`config.mk`:
```
export PLATFORM = sky130hd
export DESIGN_NAME = rs_pool
export DESIGN_NICKNAME = d
export VERILOG_FILES = /design/src/rtl/rs_pool.sv
export SDC_FILE = /design/constraint.sdc
export NUM_CORES = 2
export LEC_CHECK = 0
export ABC_AREA = 1
export ABC_CLOCK_PERIOD_IN_PS = 8050
export CAP_MARGIN = 20
export CELL_PAD_IN_SITES_DETAIL_PLACEMENT = 1
export CELL_PAD_IN_SITES_GLOBAL_PLACEMENT = 1
export CORE_ASPECT_RATIO = 0.7
export CORE_MARGIN = 2
export CORE_UTILIZATION = 23
export CTS_BUF_LIST = sky130_fd_sc_hd__clkbuf_4
export CTS_CLUSTER_SIZE = 10
export DETAILED_ROUTE_END_ITERATION = 16
export DONT_BUFFER_PORTS = 1
export GPL_ROUTABILITY_DRIVEN = 0
export PLACE_DENSITY = 0.58
export SYNTH_ARGS = -nofsm -noshare
export SYNTH_HDL_FRONTEND = slang
export SYNTH_SLANG_ARGS = --single-unit
```
`constraint.sdc`:
```
create_clock -name clk_in -period 8.05 [get_ports clk_in]
set_input_delay 2.0125 -clock clk_in [delete_from_list [all_inputs] [get_ports clk_in]]
set_output_delay 2.0125 -clock clk_in [all_outputs]
set_load 0.02 [all_outputs]
```
`src/rtl/rs_pool.sv`:
```
// rs_pool: multi-entry reservation station with CDB wakeup,
// oldest-ready select and a valid/ready issue register.
module rs_pool #(
    parameter int ENTRIES = 8,
    parameter int ROB_W = 4,
    parameter int DATA_W = 32,
    parameter int PC_W = 32,
    parameter int OP_W = 6,
    parameter int NUM_CDB = 2,
    localparam int IDX_W = $clog2(ENTRIES)
) (
    input  logic                      clk_in,
    input  logic                      rst_n_in,
    input  logic                      rdy_in,
    input  logic                      flush_in,
    input  logic                      disp_valid_in,
    output logic                      disp_ready_out,
    input  logic [DATA_W-1:0]         disp_a_in,
    input  logic [ROB_W-1:0]          disp_qj_in,
    input  logic [DATA_W-1:0]         disp_vj_in,
    input  logic [ROB_W-1:0]          disp_qk_in,
    input  logic [DATA_W-1:0]         disp_vk_in,
    input  logic [ROB_W-1:0]          disp_dest_in,
    input  logic [PC_W-1:0]           disp_pc_in,
    input  logic [OP_W-1:0]           disp_opcode_in,
    input  logic [NUM_CDB-1:0]        cdb_en_in,
    input  logic [NUM_CDB*ROB_W-1:0]  cdb_tag_in,
    input  logic [NUM_CDB*DATA_W-1:0] cdb_value_in,
    output logic                      iss_valid_out,
    input  logic                      iss_ready_in,
    output logic [DATA_W-1:0]         iss_a_out,
    output logic [DATA_W-1:0]         iss_vj_out,
    output logic [DATA_W-1:0]         iss_vk_out,
    output logic [ROB_W-1:0]          iss_dest_out,
    output logic [PC_W-1:0]           iss_pc_out,
    output logic [OP_W-1:0]           iss_opcode_out,
    output logic [IDX_W:0]            count_out
);

    localparam logic [IDX_W-1:0] AGE_MAX = IDX_W'(ENTRIES - 1);

    logic [ENTRIES-1:0] valid_q;
    logic [DATA_W-1:0]  a_q      [ENTRIES];
    logic [ROB_W-1:0]   qj_q     [ENTRIES];
    logic [DATA_W-1:0]  vj_q     [ENTRIES];
    logic [ROB_W-1:0]   qk_q     [ENTRIES];
    logic [DATA_W-1:0]  vk_q     [ENTRIES];
    logic [ROB_W-1:0]   dest_q   [ENTRIES];
    logic [PC_W-1:0]    pc_q     [ENTRIES];
    logic [OP_W-1:0]    opcode_q [ENTRIES];
    logic [IDX_W-1:0]   age_q    [ENTRIES];

    logic [ROB_W-1:0]   qj_nx [ENTRIES];
    logic [DATA_W-1:0]  vj_nx [ENTRIES];
    logic [ROB_W-1:0]   qk_nx [ENTRIES];
    logic [DATA_W-1:0]  vk_nx [ENTRIES];
    logic [ROB_W-1:0]   dqj, dqk;
    logic [DATA_W-1:0]  dvj, dvk;

    logic [ENTRIES-1:0] ready;
    logic [IDX_W-1:0]   free_idx, sel_idx, sel_age;
    logic               sel_any, disp_fire, iss_load;

    // Lowest enabled channel with a matching nonzero tag supplies the value.
    function automatic logic [ROB_W+DATA_W-1:0] snoop(
        input logic [ROB_W-1:0]          q,
        input logic [DATA_W-1:0]         v,
        input logic [NUM_CDB-1:0]        en,
        input logic [NUM_CDB*ROB_W-1:0]  tags,
        input logic [NUM_CDB*DATA_W-1:0] vals
    );
        logic [ROB_W+DATA_W-1:0] r;
        r = {q, v};
        for (int c = NUM_CDB - 1; c >= 0; c--) begin
            if (en[c] && tags[c*ROB_W +: ROB_W] != '0 &&
                tags[c*ROB_W +: ROB_W] == q) begin
                r = {{ROB_W{1'b0}}, vals[c*DATA_W +: DATA_W]};
            end
        end
        return r;
    endfunction

    always_comb begin
        for (int i = 0; i < ENTRIES; i++) begin
            {qj_nx[i], vj_nx[i]} = snoop(qj_q[i], vj_q[i],
                cdb_en_in, cdb_tag_in, cdb_value_in);
            {qk_nx[i], vk_nx[i]} = snoop(qk_q[i], vk_q[i],
                cdb_en_in, cdb_tag_in, cdb_value_in);
            ready[i] = valid_q[i] && qj_q[i] == '0 && qk_q[i] == '0;
        end
        {dqj, dvj} = snoop(disp_qj_in, disp_vj_in,
            cdb_en_in, cdb_tag_in, cdb_value_in);
        {dqk, dvk} = snoop(disp_qk_in, disp_vk_in,
            cdb_en_in, cdb_tag_in, cdb_value_in);
    end

    always_comb begin
        free_idx = '0;
        for (int i = ENTRIES - 1; i >= 0; i--) begin
            if (!valid_q[i]) free_idx = IDX_W'(i);
        end
    end

    // Strict '>' keeps the lowest index on equal ages.
    always_comb begin
        sel_any = 1'b0;
        sel_idx = '0;
        sel_age = '0;
        for (int i = 0; i < ENTRIES; i++) begin
            if (ready[i] && (!sel_any || age_q[i] > sel_age)) begin
                sel_any = 1'b1;
                sel_idx = IDX_W'(i);
                sel_age = age_q[i];
            end
        end
    end

    assign disp_ready_out = (count_out != (IDX_W+1)'(ENTRIES));
    assign disp_fire = disp_valid_in && disp_ready_out && !flush_in;
    assign iss_load = sel_any && (!iss_valid_out || iss_ready_in);

    always_ff @(posedge clk_in or negedge rst_n_in) begin
        if (!rst_n_in) begin
            valid_q <= '0;
            for (int i = 0; i < ENTRIES; i++) begin
                a_q[i]      <= '0;
                qj_q[i]     <= '0;
                vj_q[i]     <= '0;
                qk_q[i]     <= '0;
                vk_q[i]     <= '0;
                dest_q[i]   <= '0;
                pc_q[i]     <= '0;
                opcode_q[i] <= '0;
                age_q[i]    <= '0;
            end
            iss_valid_out  <= 1'b0;
            iss_a_out      <= '0;
            iss_vj_out     <= '0;
            iss_vk_out     <= '0;
            iss_dest_out   <= '0;
            iss_pc_out     <= '0;
            iss_opcode_out <= '0;
            count_out      <= '0;
        end else if (rdy_in) begin
            if (flush_in) begin
                valid_q       <= '0;
                iss_valid_out <= 1'b0;
                count_out     <= '0;
            end else begin
                for (int i = 0; i < ENTRIES; i++) begin
                    if (valid_q[i]) begin
                        qj_q[i] <= qj_nx[i];
                        vj_q[i] <= vj_nx[i];
                        qk_q[i] <= qk_nx[i];
                        vk_q[i] <= vk_nx[i];
                        if (disp_fire && age_q[i] != AGE_MAX)
                            age_q[i] <= age_q[i] + IDX_W'(1);
                    end
                end
                if (iss_load) valid_q[sel_idx] <= 1'b0;
                if (disp_fire) begin
                    valid_q[free_idx]  <= 1'b1;
                    a_q[free_idx]      <= disp_a_in;
                    qj_q[free_idx]     <= dqj;
                    vj_q[free_idx]     <= dvj;
                    qk_q[free_idx]     <= dqk;
                    vk_q[free_idx]     <= dvk;
                    dest_q[free_idx]   <= disp_dest_in;
                    pc_q[free_idx]     <= disp_pc_in;
                    opcode_q[free_idx] <= disp_opcode_in;
                    age_q[free_idx]    <= '0;
                end
                if (iss_load) begin
                    iss_valid_out  <= 1'b1;
                    iss_a_out      <= a_q[sel_idx];
                    iss_vj_out     <= vj_q[sel_idx];
                    iss_vk_out     <= vk_q[sel_idx];
                    iss_dest_out   <= dest_q[sel_idx];
                    iss_pc_out     <= pc_q[sel_idx];
                    iss_opcode_out <= opcode_q[sel_idx];
                end else if (iss_ready_in) begin
                    iss_valid_out <= 1'b0;
                end
                count_out <= count_out + (IDX_W+1)'(disp_fire)
                                       - (IDX_W+1)'(iss_load);
            end
        end
    end

endmodule

```
==> metrics.md <==
| Metric | Value |
|---|---|
| Status | finished, violations left |
| Failing checks | setup timing |
| Hold crit path type | input pin to async pin |
| Fin. Hold Viols | 0 |
| WS Path Type | flop to flop |
| Die height | 506 um |
| DR vias | 92.2k |
| Clk_lat worst skew | 1420 ps |
| Yosys top cell area share | 40.5% |
| Max clock buf depth | 4 |
| Vias per cell | 5.45 |
| First-pass GRT wire length | 693000 um |
| Nets | 12.1k |
| Max incr delay on CP | 390 ps |
| PortBufs | 0 |
| Fin crit period | 8780 ps |
| Relative slew slack | 13.5% |
| Net Switching | 9.97 mW |
| Inst Count DP | 16.0k |
| Pre-CTS WS | -1250 ps |
| Max IR drop VDD | 0.126 mV |
| Tot GR Track Use | 26.2% |
| Worst path arrival time | 9970 ps |
| Yosys warns | 0 |
| Required @ worst endpoint | 9240 ps |
| CP most frequent cell | nand2_2 |
| Tightest Pin Transition | 1290 ps |
| Critical path launch point type | flop |
| Post-synth EDFFs | 0 |
| IO Count | 370 |
| Clock tree sinks | 1343 |
| WL/cell | 30.0 um |
| DRC viols | 0 |
| Count leader, synth | nand2_1 |
| Avg Synthesized Cell Area | 7.10 um2 |
| H-tree levels | 5 |
| Fraction of registers with async set/reset | 100% |
| Syn Inst Count | 11.7k |
| DR pass1 iterations | 6 |
| Sequential power share | 41.5% |
| Initial Util | 23.1% |
| Total gr overflow | 0 |
| Mapped Area | 83000 um2 |
| CP max stage cell | dfrtp_1 |
| Finished Layout Cells | 16.9k |
| P_int | 14.4 mW |
| Comb pwr share | 29.9% |
| Ranking of synthesized cells by area | dfrtp_1 (41%), nand2_1 (14%), o21ai_0 (11%) |
| Yosys top cell by area | dfrtp_1 |
| Cts bufs inserted | 402 |
| Layout fillers | 43.5k |
| CTS tree | done |
| Initial antenna violation count | 54 |
| Highest clock rate | 114 MHz |
| Unrepaired setup endpoints after global routing | true |
| Fin crit share | 109% |
| Synthesis-stage register bit count | 1343 |
| Leak pwr | 46.9 nW |
| Clk pwr share | 28.6% |
| Sw Ratio | 41.0% |
| Largest net degree at the start of global routing | 199 |
| Share of layout cells above drive strength 1 | 17.8% |
| Setup crit end kind | flop |
| Total wire length | 508000 um |
| DIE AREA | 366000 um2 |
| Max-cap violations | 0 |
| Die Wd | 722 um |
| Post-synthesis sequential area ratio | 40.5% |
| Clk pin slew, worst setup/hold paths | 80 ps |
| Core box area | 359000 um2 |
| Post-synth top cells | nand2_1 (2999), o21ai_0 (1868), dfrtp_1 (1343) |
| Syn nets | 12.0k |
| Worst-case clock skew | 187 ps |
| Setup TNS Final | -86000 ps |
| PnR worst setup slack | -727 ps |
| Clock Root Buffer | clkbuf_4 |
| Cell Pwr Density | 237 nW/um2 |
| Cell variety after synth | 46 |
| Final slew viol count | 0 |
| Final setup viols | 144 |
| # hold bufs at CTS | 0 |
| Final core utilization | 28.6% |
| Final ANT Viol Nets | 0 |
| Vias in the first global route | 88.9k |
| Detailed placement HPWL | 306000 um |
| Critical path fanouts, max | 7 |
| Starting DRT DRC Count | 10.9k |
| Area growth syn-to-layout | 23.8% |
| Site Rows | 184 |
| Top FF cell, synth | dfrtp_1 |
| Total chip power | 24.3 mW |
-- stage by stage --
stage / hold WS, ps / area (um2)
floorplan: 444 / 83000
global placement: 458 / 90500
detailed placement: 464 / 90600
CTS: 129 / 97100
global route: 248 / 103000
finish: 370 / 103000
-- power groups by stage --
| stage | sequential (mW) | combinational [mW] | clock (mW) |
|---|---|---|---|
| 6_report | 10.1 | 7.28 | 6.96 |
| 5_1_grt | 10.3 | 8.03 | 7.45 |
| 4_1_cts | 10.1 | 6.73 | 7.12 |
| 3_5_place_dp | 10.2 | 6.59 | 0 |
| 3_3_place_gp | 10.2 | 6.48 | 0 |
| 2_1_floorplan | 9.48 | 4.47 | 0 |
-- routing by layer --
layer | vias to the layer above | global-route usage (%) | share of wire (%)
met5 | - | 0.479 | 0.085
met4 | 18 | 10.3 | 4.5
met3 | 1164 | 9.69 | 13
met2 | 5040 | 35.9 | 39
met1 | 46236 | 36.6 | 44
li1 | 39778 | - | -
-- state kept, by name (all words and copies together), names as in the netlist --
signal	count
iss_opcode_out	6
vj_q	256
iss_dest_out	4
a_q	256
qj_q	32
qk_q	32
iss_pc_out	32
count_out	4
opcode_q	48
vk_q	256
iss_a_out	32
pc_q	256
iss_valid_out	1
iss_vj_out	32
dest_q	32
valid_q	8
iss_vk_out	32
age_q	24
-- cell families (layout without fill, tap and decap cells) --
kind of cell	Yosys count	in the layout	synth area share, %
compound gates	3457	3457	23.7
xor+xnor	149	149	1.57
fa+ha+maj	43	43	0.658
buf+inv	2063	2498	9.99
flops	1343	1343	40.5
other cells	0	77	0
simple gates	4627	4628	23.5
-- cell type report --
class | instances | area, um2 | share of cell area (%)
multi-input cells | 8277 | 44100 | 43.0
flip-flops and latches | 1343 | 33600 | 32.7
repair buffers | 776 | 9980 | 9.72
well taps | 4743 | 5930 | 5.78
clock buffers | 560 | 4200 | 4.09
inverters | 1074 | 4090 | 3.98
clock inverters | 88 | 558 | 0.543
diodes | 77 | 193 | 0.188
-- what timing repair did --
item,CTS,global route
pin swaps,26,343
gates cloned,18,49
setup buffers,54,138
resized for setup,174,776
endpoints found under the setup margin,146,146
-- placed cells by master, fill, tap and decap left out, types with 68 or more instances in the layout --
| cell | synthesis | layout |
|---|---|---|
| nand2_1 | 2999 | 2790 |
| nand2_2 | 13 | 162 |
| nand3_1 | 792 | 585 |
| o21ai_0 | 1868 | 1849 |
| inv_1 | 1045 | 1033 |
| nand3_2 | 3 | 185 |
| xor2_1 | 111 | 111 |
| clkinv_1 | 9 | 68 |
| nor2_2 | 8 | 82 |
| a21oi_1 | 478 | 463 |
| buf_6 | 6 | 89 |
| dfrtp_1 | 1343 | 1340 |
| o211ai_1 | 684 | 684 |
| nor2_1 | 448 | 330 |
| nand3b_1 | 129 | 129 |
| o221ai_1 | 128 | 128 |
| clkbuf_4 | 0 | 560 |
| o22ai_1 | 91 | 91 |
| or2_2 | 138 | 138 |
| o21ai_1 | 182 | 185 |
| buf_12 | 0 | 128 |
| diode_2 | 0 | 77 |
| buf_4 | 59 | 418 |
-- final timing paths --
| check | startpoint | to | slack (ps) | cells past startpoint |
|---|---|---|---|---|
| setup / recovery | qj_q[31]$_DFFE_PN0P_ | iss_pc_out[24]$_DFFE_PN0P_ | -730 | 73 |
| hold / removal | rst_n_in | iss_vj_out[21]$_DFFE_PN0P_ | 370 | 0 |
| setup reg to reg | qj_q[31]$_DFFE_PN0P_ | iss_pc_out[24]$_DFFE_PN0P_ | -730 | 73 |
| hold reg to reg | pc_q[254]$_DFFE_PN0P_ | pc_q[254]$_DFFE_PN0P_ | 480 | 2 |
| max in group asynchronous | rst_n_in | pc_q[157]$_DFFE_PN0P_ | 3960 | 3 |
| min in group clk_in | pc_q[254]$_DFFE_PN0P_ | pc_q[254]$_DFFE_PN0P_ | 480 | 2 |
-- critical path: cells and delay by family (launching register included) --
kind	cells	cell delay (ps)
AO/OA/AOI/OAI	14	1810
adder cells (fa/ha/maj)	7	1790
buffers and inverters	12	1300
flip-flops	1	390
AND/OR/NAND/NOR	40	3300
No activity file was read; power rests on OpenSTA's default activity.
